## src/rtl/mul_arbiter.sv

```systemverilog
// Two-port round-robin front end for one shared iterative multiplier.
// Serves one transaction at a time and aborts it if the multiplier never completes.
module mul_arbiter #(
  parameter int WIDTH   = 32,
  parameter int TIMEOUT = 255
) (
  input  logic               clock,
  input  logic               reset_n,
  input  logic               req0,
  input  logic               req1,
  input  logic [WIDTH-1:0]   mplier0,
  input  logic [WIDTH-1:0]   mcand0,
  input  logic [WIDTH-1:0]   mplier1,
  input  logic [WIDTH-1:0]   mcand1,
  output logic               gnt0,
  output logic               gnt1,
  output logic               rvalid0,
  output logic               rvalid1,
  output logic [2*WIDTH-1:0] result0,
  output logic [2*WIDTH-1:0] result1,
  output logic               err0,
  output logic               err1,
  output logic               mul_start,
  output logic [WIDTH-1:0]   mul_multiplier,
  output logic [WIDTH-1:0]   mul_multiplicand,
  input  logic [2*WIDTH-1:0] mul_result,
  input  logic               mul_done
);

  localparam int CW = $clog2(TIMEOUT + 1) + 1;

  typedef enum logic [1:0] {
    S_IDLE  = 2'd0,
    S_START = 2'd1,
    S_WAIT  = 2'd2,
    S_RESP  = 2'd3
  } state_t;

  state_t             r_state, w_state_next;
  logic               r_owner, w_owner;
  logic               r_last, w_last;
  logic               r_busy_seen, w_busy_seen;
  logic [CW-1:0]      r_cnt, w_cnt;
  logic               r_gnt0, r_gnt1, w_gnt0, w_gnt1;
  logic               r_rvalid0, r_rvalid1, w_rvalid0, w_rvalid1;
  logic               r_err0, r_err1, w_err0, w_err1;
  logic [2*WIDTH-1:0] r_result0, r_result1, w_result0, w_result1;
  logic               r_mul_start, w_mul_start;
  logic [WIDTH-1:0]   r_mplier, r_mcand, w_mplier, w_mcand;
  logic               w_pick;

  // Winner: the lone requester, or the port not served last when both ask.
  assign w_pick = (req0 & req1) ? ~r_last : req1;

  always_comb begin
    w_state_next = r_state;
    w_owner      = r_owner;
    w_last       = r_last;
    w_busy_seen  = r_busy_seen;
    w_cnt        = r_cnt;
    w_gnt0       = 1'b0;
    w_gnt1       = 1'b0;
    w_rvalid0    = 1'b0;
    w_rvalid1    = 1'b0;
    w_err0       = r_err0;
    w_err1       = r_err1;
    w_result0    = r_result0;
    w_result1    = r_result1;
    w_mul_start  = 1'b0;
    w_mplier     = r_mplier;
    w_mcand      = r_mcand;
    case (r_state)
      S_IDLE: begin
        if (mul_done && (req0 || req1)) begin
          w_owner      = w_pick;
          w_mplier     = w_pick ? mplier1 : mplier0;
          w_mcand      = w_pick ? mcand1 : mcand0;
          w_gnt0       = ~w_pick;
          w_gnt1       = w_pick;
          w_mul_start  = 1'b1;
          w_state_next = S_START;
        end else begin
          w_state_next = S_IDLE;
        end
      end
      S_START: begin
        w_busy_seen  = 1'b0;
        w_cnt        = '0;
        w_state_next = S_WAIT;
      end
      S_WAIT: begin
        w_busy_seen = r_busy_seen | ~mul_done;
        w_cnt       = r_cnt + CW'(1);
        // Completion only counts once the multiplier has been seen busy.
        if (r_busy_seen && mul_done) begin
          if (r_owner) begin
            w_result1 = mul_result;
            w_err1    = 1'b0;
            w_rvalid1 = 1'b1;
          end else begin
            w_result0 = mul_result;
            w_err0    = 1'b0;
            w_rvalid0 = 1'b1;
          end
          w_state_next = S_RESP;
        end else if (r_cnt == CW'(TIMEOUT - 1)) begin
          if (r_owner) begin
            w_result1 = '0;
            w_err1    = 1'b1;
            w_rvalid1 = 1'b1;
          end else begin
            w_result0 = '0;
            w_err0    = 1'b1;
            w_rvalid0 = 1'b1;
          end
          w_state_next = S_RESP;
        end else begin
          w_state_next = S_WAIT;
        end
      end
      S_RESP: begin
        w_last       = r_owner;
        w_state_next = S_IDLE;
      end
      default: begin
        w_state_next = S_IDLE;
      end
    endcase
  end

  always_ff @(posedge clock or negedge reset_n) begin
    if (!reset_n) begin
      r_state     <= S_IDLE;
      r_owner     <= 1'b0;
      r_last      <= 1'b1;
      r_busy_seen <= 1'b0;
      r_cnt       <= '0;
      r_gnt0      <= 1'b0;
      r_gnt1      <= 1'b0;
      r_rvalid0   <= 1'b0;
      r_rvalid1   <= 1'b0;
      r_err0      <= 1'b0;
      r_err1      <= 1'b0;
      r_result0   <= '0;
      r_result1   <= '0;
      r_mul_start <= 1'b0;
      r_mplier    <= '0;
      r_mcand     <= '0;
    end else begin
      r_state     <= w_state_next;
      r_owner     <= w_owner;
      r_last      <= w_last;
      r_busy_seen <= w_busy_seen;
      r_cnt       <= w_cnt;
      r_gnt0      <= w_gnt0;
      r_gnt1      <= w_gnt1;
      r_rvalid0   <= w_rvalid0;
      r_rvalid1   <= w_rvalid1;
      r_err0      <= w_err0;
      r_err1      <= w_err1;
      r_result0   <= w_result0;
      r_result1   <= w_result1;
      r_mul_start <= w_mul_start;
      r_mplier    <= w_mplier;
      r_mcand     <= w_mcand;
    end
  end

  assign gnt0             = r_gnt0;
  assign gnt1             = r_gnt1;
  assign rvalid0          = r_rvalid0;
  assign rvalid1          = r_rvalid1;
  assign err0             = r_err0;
  assign err1             = r_err1;
  assign result0          = r_result0;
  assign result1          = r_result1;
  assign mul_start        = r_mul_start;
  assign mul_multiplier   = r_mplier;
  assign mul_multiplicand = r_mcand;

endmodule

```

## config.mk

```make
export PLATFORM = sky130hd
export DESIGN_NAME = mul_arbiter
export DESIGN_NICKNAME = d
export VERILOG_FILES = /design/src/rtl/mul_arbiter.sv
export SDC_FILE = /design/constraint.sdc
export NUM_CORES = 1
export LEC_CHECK = 0
export ABC_AREA = 1
export ABC_CLOCK_PERIOD_IN_PS = 2000
export BUFFER_PORTS_ARGS = -buffer_cell sky130_fd_sc_hd__clkbuf_2
export CAP_MARGIN = 25
export CORE_ASPECT_RATIO = 0.8
export CORE_MARGIN = 2
export CORE_UTILIZATION = 32
export CTS_BUF_LIST = sky130_fd_sc_hd__clkbuf_16
export DETAILED_ROUTE_END_ITERATION = 6
export GPL_TIMING_DRIVEN = 0
export PLACE_DENSITY = 0.54
export SLEW_MARGIN = 20
export SYNTH_ARGS = -nofsm -noshare
export SYNTH_HDL_FRONTEND = slang
export SYNTH_SLANG_ARGS = --single-unit
```

## constraint.sdc

```tcl
create_clock -name clock -period 2 [get_ports clock]
set_clock_uncertainty 0.1 [all_clocks]
set_input_delay 0.6 -clock clock [delete_from_list [all_inputs] [get_ports clock]]
set_output_delay 0.6 -clock clock [all_outputs]
set_load 0.02 [all_outputs]
```

==> results.cfg, run 1 <==
[clock_network]
cts_root_buffer = clkbuf_16
cts_buffer_depth = 3
cts_tree = built
post_cts_buffers = 0
cts_htree_levels = 1
cts_sinks = 213
numCtsBuffers = 24
clk_latency_ns = 0.52
clk_pin_slew_ns = 0.06

[setup_path]
path_delay_family = flip-flops
worstPathCellList = clkbuf_2
reg2regPathDepth = 10
crit_fanout = 2
critPathCaptureType = output port
start_kind = flop
arrival_ns = 1.13
critPathRequiredTime_ns = 1.30
rrSetupSlack_ns = 0.17
path_buf_inv = 1
r2r_end = mul_multiplicand[17]
r2r_start = r_state[0]
crit_type = flop to output port
slowest_delay_ns = 0.39
slowest_stage = dfrtp_1

[placement]
placed_area_sq_mm = 0.0115
gp_congestion = 0.854
placedCellCount = 1777
dp_hpwl_microns = 24500
numPortBuffers = 395

[floorplan]
num_io_pins = 396
die_area_sq_mm = 0.0294
die_height_microns = 154
initial_core_util_pct = 32.7
rows = 54
coreArea_sq_mm = 0.0274
fp.dieW_microns = 191

[cells_and_area]
drive_above_1_share_pct = 33.1
fillers = 2861
syn2layout_area_growth_pct = 36.4
fin_nets = 1642
stdcell_area_sq_mm = 0.0122
instances_no_fill = 1823

[power_and_ir_drop]
swShare_pct = 45.3
power.switching_w = 0.00932
p_int_w = 0.0113
combPwrFrac_pct = 44.4
seqPwrFrac_pct = 35.7
powerDensity_mw_per_mm2 = 1690
p_clk_share_pct = 19.9
ir_drop_mv = 0.673
leakagePower_nw = 6.86

[yosys]
synth_top_family_by_area = simple AND/OR/NAND/NOR gates
netlist_area_sq_mm = 0.00896
async_flop_share_pct = 100
yosysWarnings = 0
synth_compound_area_share_pct = 0.824
synth_xor_area_share_pct = 0.0978
synth-seq-cells = 213
syn_nets = 1218
synth-main-ff-cell = dfrtp_1
yosys.area_share.simple_pct = 33.7
avgSynthCellArea_sq_um = 8.82
netlist.top_cell.by_area = dfrtp_1
synth_top_area_share_pct = 59.2
synth-edff-count = 0
muxShareOfSynthArea_pct = 0
yosysMostFrequentCell = nand2_1
synthTopCellsByArea = dfrtp_1, nand2_1, nand4_1
ys_seq_area_share_pct = 59.5
synthAdderAreaFrac_pct = 0.699
syn-instance-count = 1016
yosys-top-cells-count = nand2_1, dfrtp_1, nand4_1, nand3_1, clkbuf_1
synth_cell_types = 23

[timing]
tightest_slew_ns = 0.646
rsz0062_at_grt = false
timing.slew.headroom_pct = 56.9
max_freq_mhz = 547
hold_violations = 0
setup_violations = 0
finalMaxSlewViolations = 0
finalCritPeriodShare_pct = 91.4
fin_crit_ns = 1.83

[global_routing]
grt_pass1_vias = 8237
grt_max_degree = 86
grt_usage_pct = 21.4
grt_pass1_wl_microns = 48800
grt-ovfl-total = 0
antenna_found_initial = 1

[routing]
drt_iter0_drc = 407
drc = 0
routed_wl_microns = 31900
routed-via-count = 8534
first_pass_iters = 4
wire_per_inst_microns = 17.5
drtAntennaViolNets = 0
vias_per_cell = 4.68

[run_status]
status = complete, no violations

[worst_hold_path]
holdPathEnd = mul_multiplicand[12]
hold_path_depth = 3
hp-start = mcand0[12]
hp-class = input pin to flop

[job]
drv_cap = 0
==> final cells by class <==
type	instances	area [sq um]	share of cell area, %
Clock inverter	20	120	0.983
Tap cell	364	455	3.73
Inverter	16	60.1	0.492
Clock buffer	24	601	4.92
Multi-Input combinational cell	709	3170	25.9
Sequential cell	213	5330	43.6
Antenna cell	1	2.50	0.0205
Timing Repair Buffer	398	2050	16.8
Buffer	78	429	3.51
==> cell usage in the layout, fill, tap and decap left out, types with 2 or more instances in the layout <==
master     netlist  final
buf_6            8      9
nand3_2          2      2
buf_16           0      2
clkinv_2         0      5
ha_1             5      5
nor2_1          15     15
nand2_2          2      2
buf_2           16     17
clkinv_1         0      7
o21ai_0          7      7
clkbuf_2         0    405
nand3_1         67     67
clkbuf_1        39     29
dfrtp_1        212    212
nor3_1           2      2
buf_4            7      7
nand4_1        130    130
a21oi_1          6      6
inv_1           15     21
nand2_1        469    469
buf_1            8      3
clkbuf_16        0     24
clkbuf_4         0      2
==> cell families after synthesis <==
kind of cell	after synthesis
AO/OA/AOI/OAI	14
XOR/XNOR	1
adder cells (fa/ha/maj)	5
buffers and inverters	94
flip-flops	213
AND/OR/NAND/NOR	689
==> worst max-delay path by stage <==
stage                     startpoint                   end  slack, ns  cells past startpoint
after detailed placement    mul_done  mul_multiplicand[14]      -0.19                      7
after global routing      r_state[0]  mul_multiplicand[17]       0.02                     10
after floorplan                 req0  mul_multiplicand[13]       0.42                      7
after CTS                 r_state[0]     mul_multiplier[2]       0.02                      8
final                           err0                  err0       0.17                      1
after global placement       reset_n    mul_multiplier[16]      -4.31                      1
==> power groups by stage <==
stage                     registers (W)  logic, W  clock network [W]
final                           0.00734   0.00915            0.00410
after floorplan                 0.00954   0.00323                  0
after CTS                       0.00734   0.00926            0.00422
after detailed placement        0.00739   0.00923                  0
after global routing            0.00759    0.0100            0.00443
after global placement          0.00736   0.00913                  0
==> repair_timing <==
action	4_1_cts	5_1_grt
hold buffers	1	0
gates resized for setup	9	16
endpoints found under the setup margin	74	104
gates cloned	0	0
hold endpoints to repair	57	0
pin swaps	0	0
==> flip-flops by register name, summed over array words and instances, names as in the netlist <==
register / count
result0: 64
r_cnt: 9
r_last: 1
mul_start: 1
mul_multiplier: 32
r_owner: 1
r_state: 2
mul_multiplicand: 32
r_busy_seen: 1
result1: 64
err0: 1
err1: 1
gnt0: 1
rvalid1: 1
gnt1: 1
rvalid0: 1
==> stage by stage <==
step	hold slack (ns)	setup slack [ns]	TNS, ns	power, W	util [%]
after detailed placement	0.359	-0.187	-8.03	0.0166	41.9
after CTS	0.163	0.0152	0	0.0208	44.6
after global placement	0.354	-4.31	-914.40	0.0165	41.6
after global routing	0.173	0.0167	0	0.0221	44.6
final	0.184	0.172	0	0.0206	44.6
after floorplan	0.204	0.417	0	0.0128	-
==> metal layers <==
metal	track usage (%)	vias up	wire (microns)
li1	-	4209	-
met1	28.6	3980	13700
met2	34.9	307	14800
met3	5.43	38	2710
met4	4.84	0	675
met5	0	-	0
No activity file was read; power rests on OpenSTA's default activity.
==> inputs of run 2 (changes only) <==
ABC_AREA = unset   (was 1)
PLACE_DENSITY = 0.53   (was 0.54)
==> results.cfg, run 2 <==
[run_status]
status = complete, no violations

[floorplan]
coreArea_sq_mm = 0.0284
rows = 55
fp.dieW_microns = 195
initial_core_util_pct = 32.8
die_height_microns = 157
num_io_pins = 396
die_area_sq_mm = 0.0305

[global_routing]
antenna_found_initial = 2
grt_max_degree = 84
grt_pass1_vias = 8671
grt_usage_pct = 22.4
grt_pass1_wl_microns = 53200
grt-ovfl-total = 0

[cells_and_area]
stdcell_area_sq_mm = 0.0126
layout_commonest_cell = clkbuf_2
final_cell_mix = clkbuf_2, dfrtp_1, nand2_1
fin_nets = 1503
syn2layout_area_growth_pct = 35.7
fillers = 2799
diodes = 0
instances_no_fill = 1685
drive_above_1_share_pct = 38.3

[yosys]
syn-instance-count = 876
yosys-top-cells-count = dfrtp_1, nand2_1, a22oi_1, o21ai_0
async_flop_share_pct = 100
netlist.top_cell.by_area = dfrtp_1
ys_seq_area_share_pct = 57.3
synth-seq-cells = 213
synth-main-ff-cell = dfrtp_1
synth_top_area_share_pct = 57.0
netlist_area_sq_mm = 0.00931
synth-edff-count = 0
synth_cell_types = 38
synthTopCellsByArea = dfrtp_1, a22oi_1, a221o_1
yosysWarnings = 0
syn_nets = 1078
avgSynthCellArea_sq_um = 10.6
yosysMostFrequentCell = dfrtp_1

[routing]
routed_wl_microns = 34800
drc = 0
drt_iter0_drc = 608
wire_per_inst_microns = 20.6
first_pass_iters = 6
drtAntennaViolNets = 0
vias_per_cell = 5.28
routed-via-count = 8892

[placement]
numPortBuffers = 395
gp_congestion = 0.857
placed_area_sq_mm = 0.0118
placedCellCount = 1643
dp_hpwl_microns = 25800

[setup_path]
critPathRequiredTime_ns = 2.30
crit_type = flop to flop
arrival_ns = 2.19
worstPathCellList = inv_1, ha_1, buf_4, and4b_1, buf_6, clkbuf_4, a22oi_1, o21ai_0
path_buf_inv = 4
start_kind = flop
slowest_delay_ns = 0.36
path_delay_family = buffers and inverters
crit_fanout = 10
slowest_stage = dfrtp_1
crit_cells = 8
reg2regPathDepth = 8
critPathCaptureType = flop

[timing]
finalCritPeriodShare_pct = 94.8
final.setup.tns_ns = 0
hold_violations = 0
timing.slew.headroom_pct = 62.0
tightest_slew_ns = 0.570
max_freq_mhz = 527
finalMaxSlewViolations = 0
setup_violations = 0
fin_crit_ns = 1.90

[clock_network]
clk_pin_slew_ns = 0.06
clk_latency_ns = 0.52
cts_root_buffer = clkbuf_16
cts_sinks = 213
cts_tree = built
cts_buffer_depth = 3
cts_htree_levels = 1
post_cts_buffers = 0
numCtsBuffers = 25

[power_and_ir_drop]
powerDensity_mw_per_mm2 = 1600
power.total_w = 0.0202
ir_drop_mv = 0.619
leakagePower_nw = 6.34

[worst_hold_path]
hp-class = input pin to flop
hold_path_depth = 2

[job]
drv_cap = 0
## run 2: cell type report
type / count / area (sq um) / area share [%]
Tap cell: 370 / 463 / 3.67
Clock buffer: 25 / 626 / 4.95
Sequential cell: 213 / 5330 / 42.2
Buffer: 79 / 498 / 3.94
Timing Repair Buffer: 398 / 2050 / 16.2
Clock inverter: 16 / 72.6 / 0.575
Multi-Input combinational cell: 575 / 3550 / 28.1
Inverter: 9 / 33.8 / 0.267
## run 2: routing by layer
layer	global-route usage [%]	wire [microns]
met1	32.0	15900
met2	34.2	15700
met3	4.09	1920
met4	7.99	1240
met5	0	10
## run 2: stage by stage
| step | setup slack [ns] | hold slack, ns | util [%] |
|---|---|---|---|
| 6_report | 0.104 | 0.207 | 44.4 |
| 4_1_cts | -0.0242 | 0.183 | 44.2 |
| 3_5_place_dp | -0.372 | 0.381 | 41.6 |
| 5_1_grt | -0.00783 | 0.197 | 44.4 |
| 3_3_place_gp | -4.44 | 0.362 | 41.3 |
| 2_1_floorplan | 0.336 | 0.204 | - |
## run 2: worst paths after layout
path | from | end | slack, ns
setup / recovery | r_state[0] | result0[8] | 0.10
hold / removal | mplier0[10] | mul_multiplier[10] | 0.21
setup reg to reg | r_state[0] | result0[8] | 0.10
hold reg to reg | r_cnt[7] | r_cnt[7] | 0.39
max in group asynchronous | reset_n | result0[46] | 0.44
min in group asynchronous | reset_n | mul_multiplier[4] | 0.51
## run 2: timing repair
| item | in CTS | in global routing |
|---|---|---|
| hold buffers | 1 | 0 |
| resized for setup | 12 | 54 |
| hold endpoints to repair | 55 | 0 |
| setup endpoints to repair | 80 | 181 |
## run 2: power by group
group	total (W)	internal [W]	switching, W
Combinational	0.00921	0.00372	0.00550
Sequential	0.00698	0.00585	0.00113
Clock	0.00405	0.00224	0.00180
## run 2: cells by family after synthesis
group,Yosys count,synth area share [%]
buffers and inverters,88,4.72
AND/OR/NAND/NOR,223,11.3
adder cells (fa/ha/maj),5,0.672
multiplexers,1,0.108
flip-flops,213,57.3
XOR/XNOR,1,0.0941
AO/OA/AOI/OAI,345,25.9
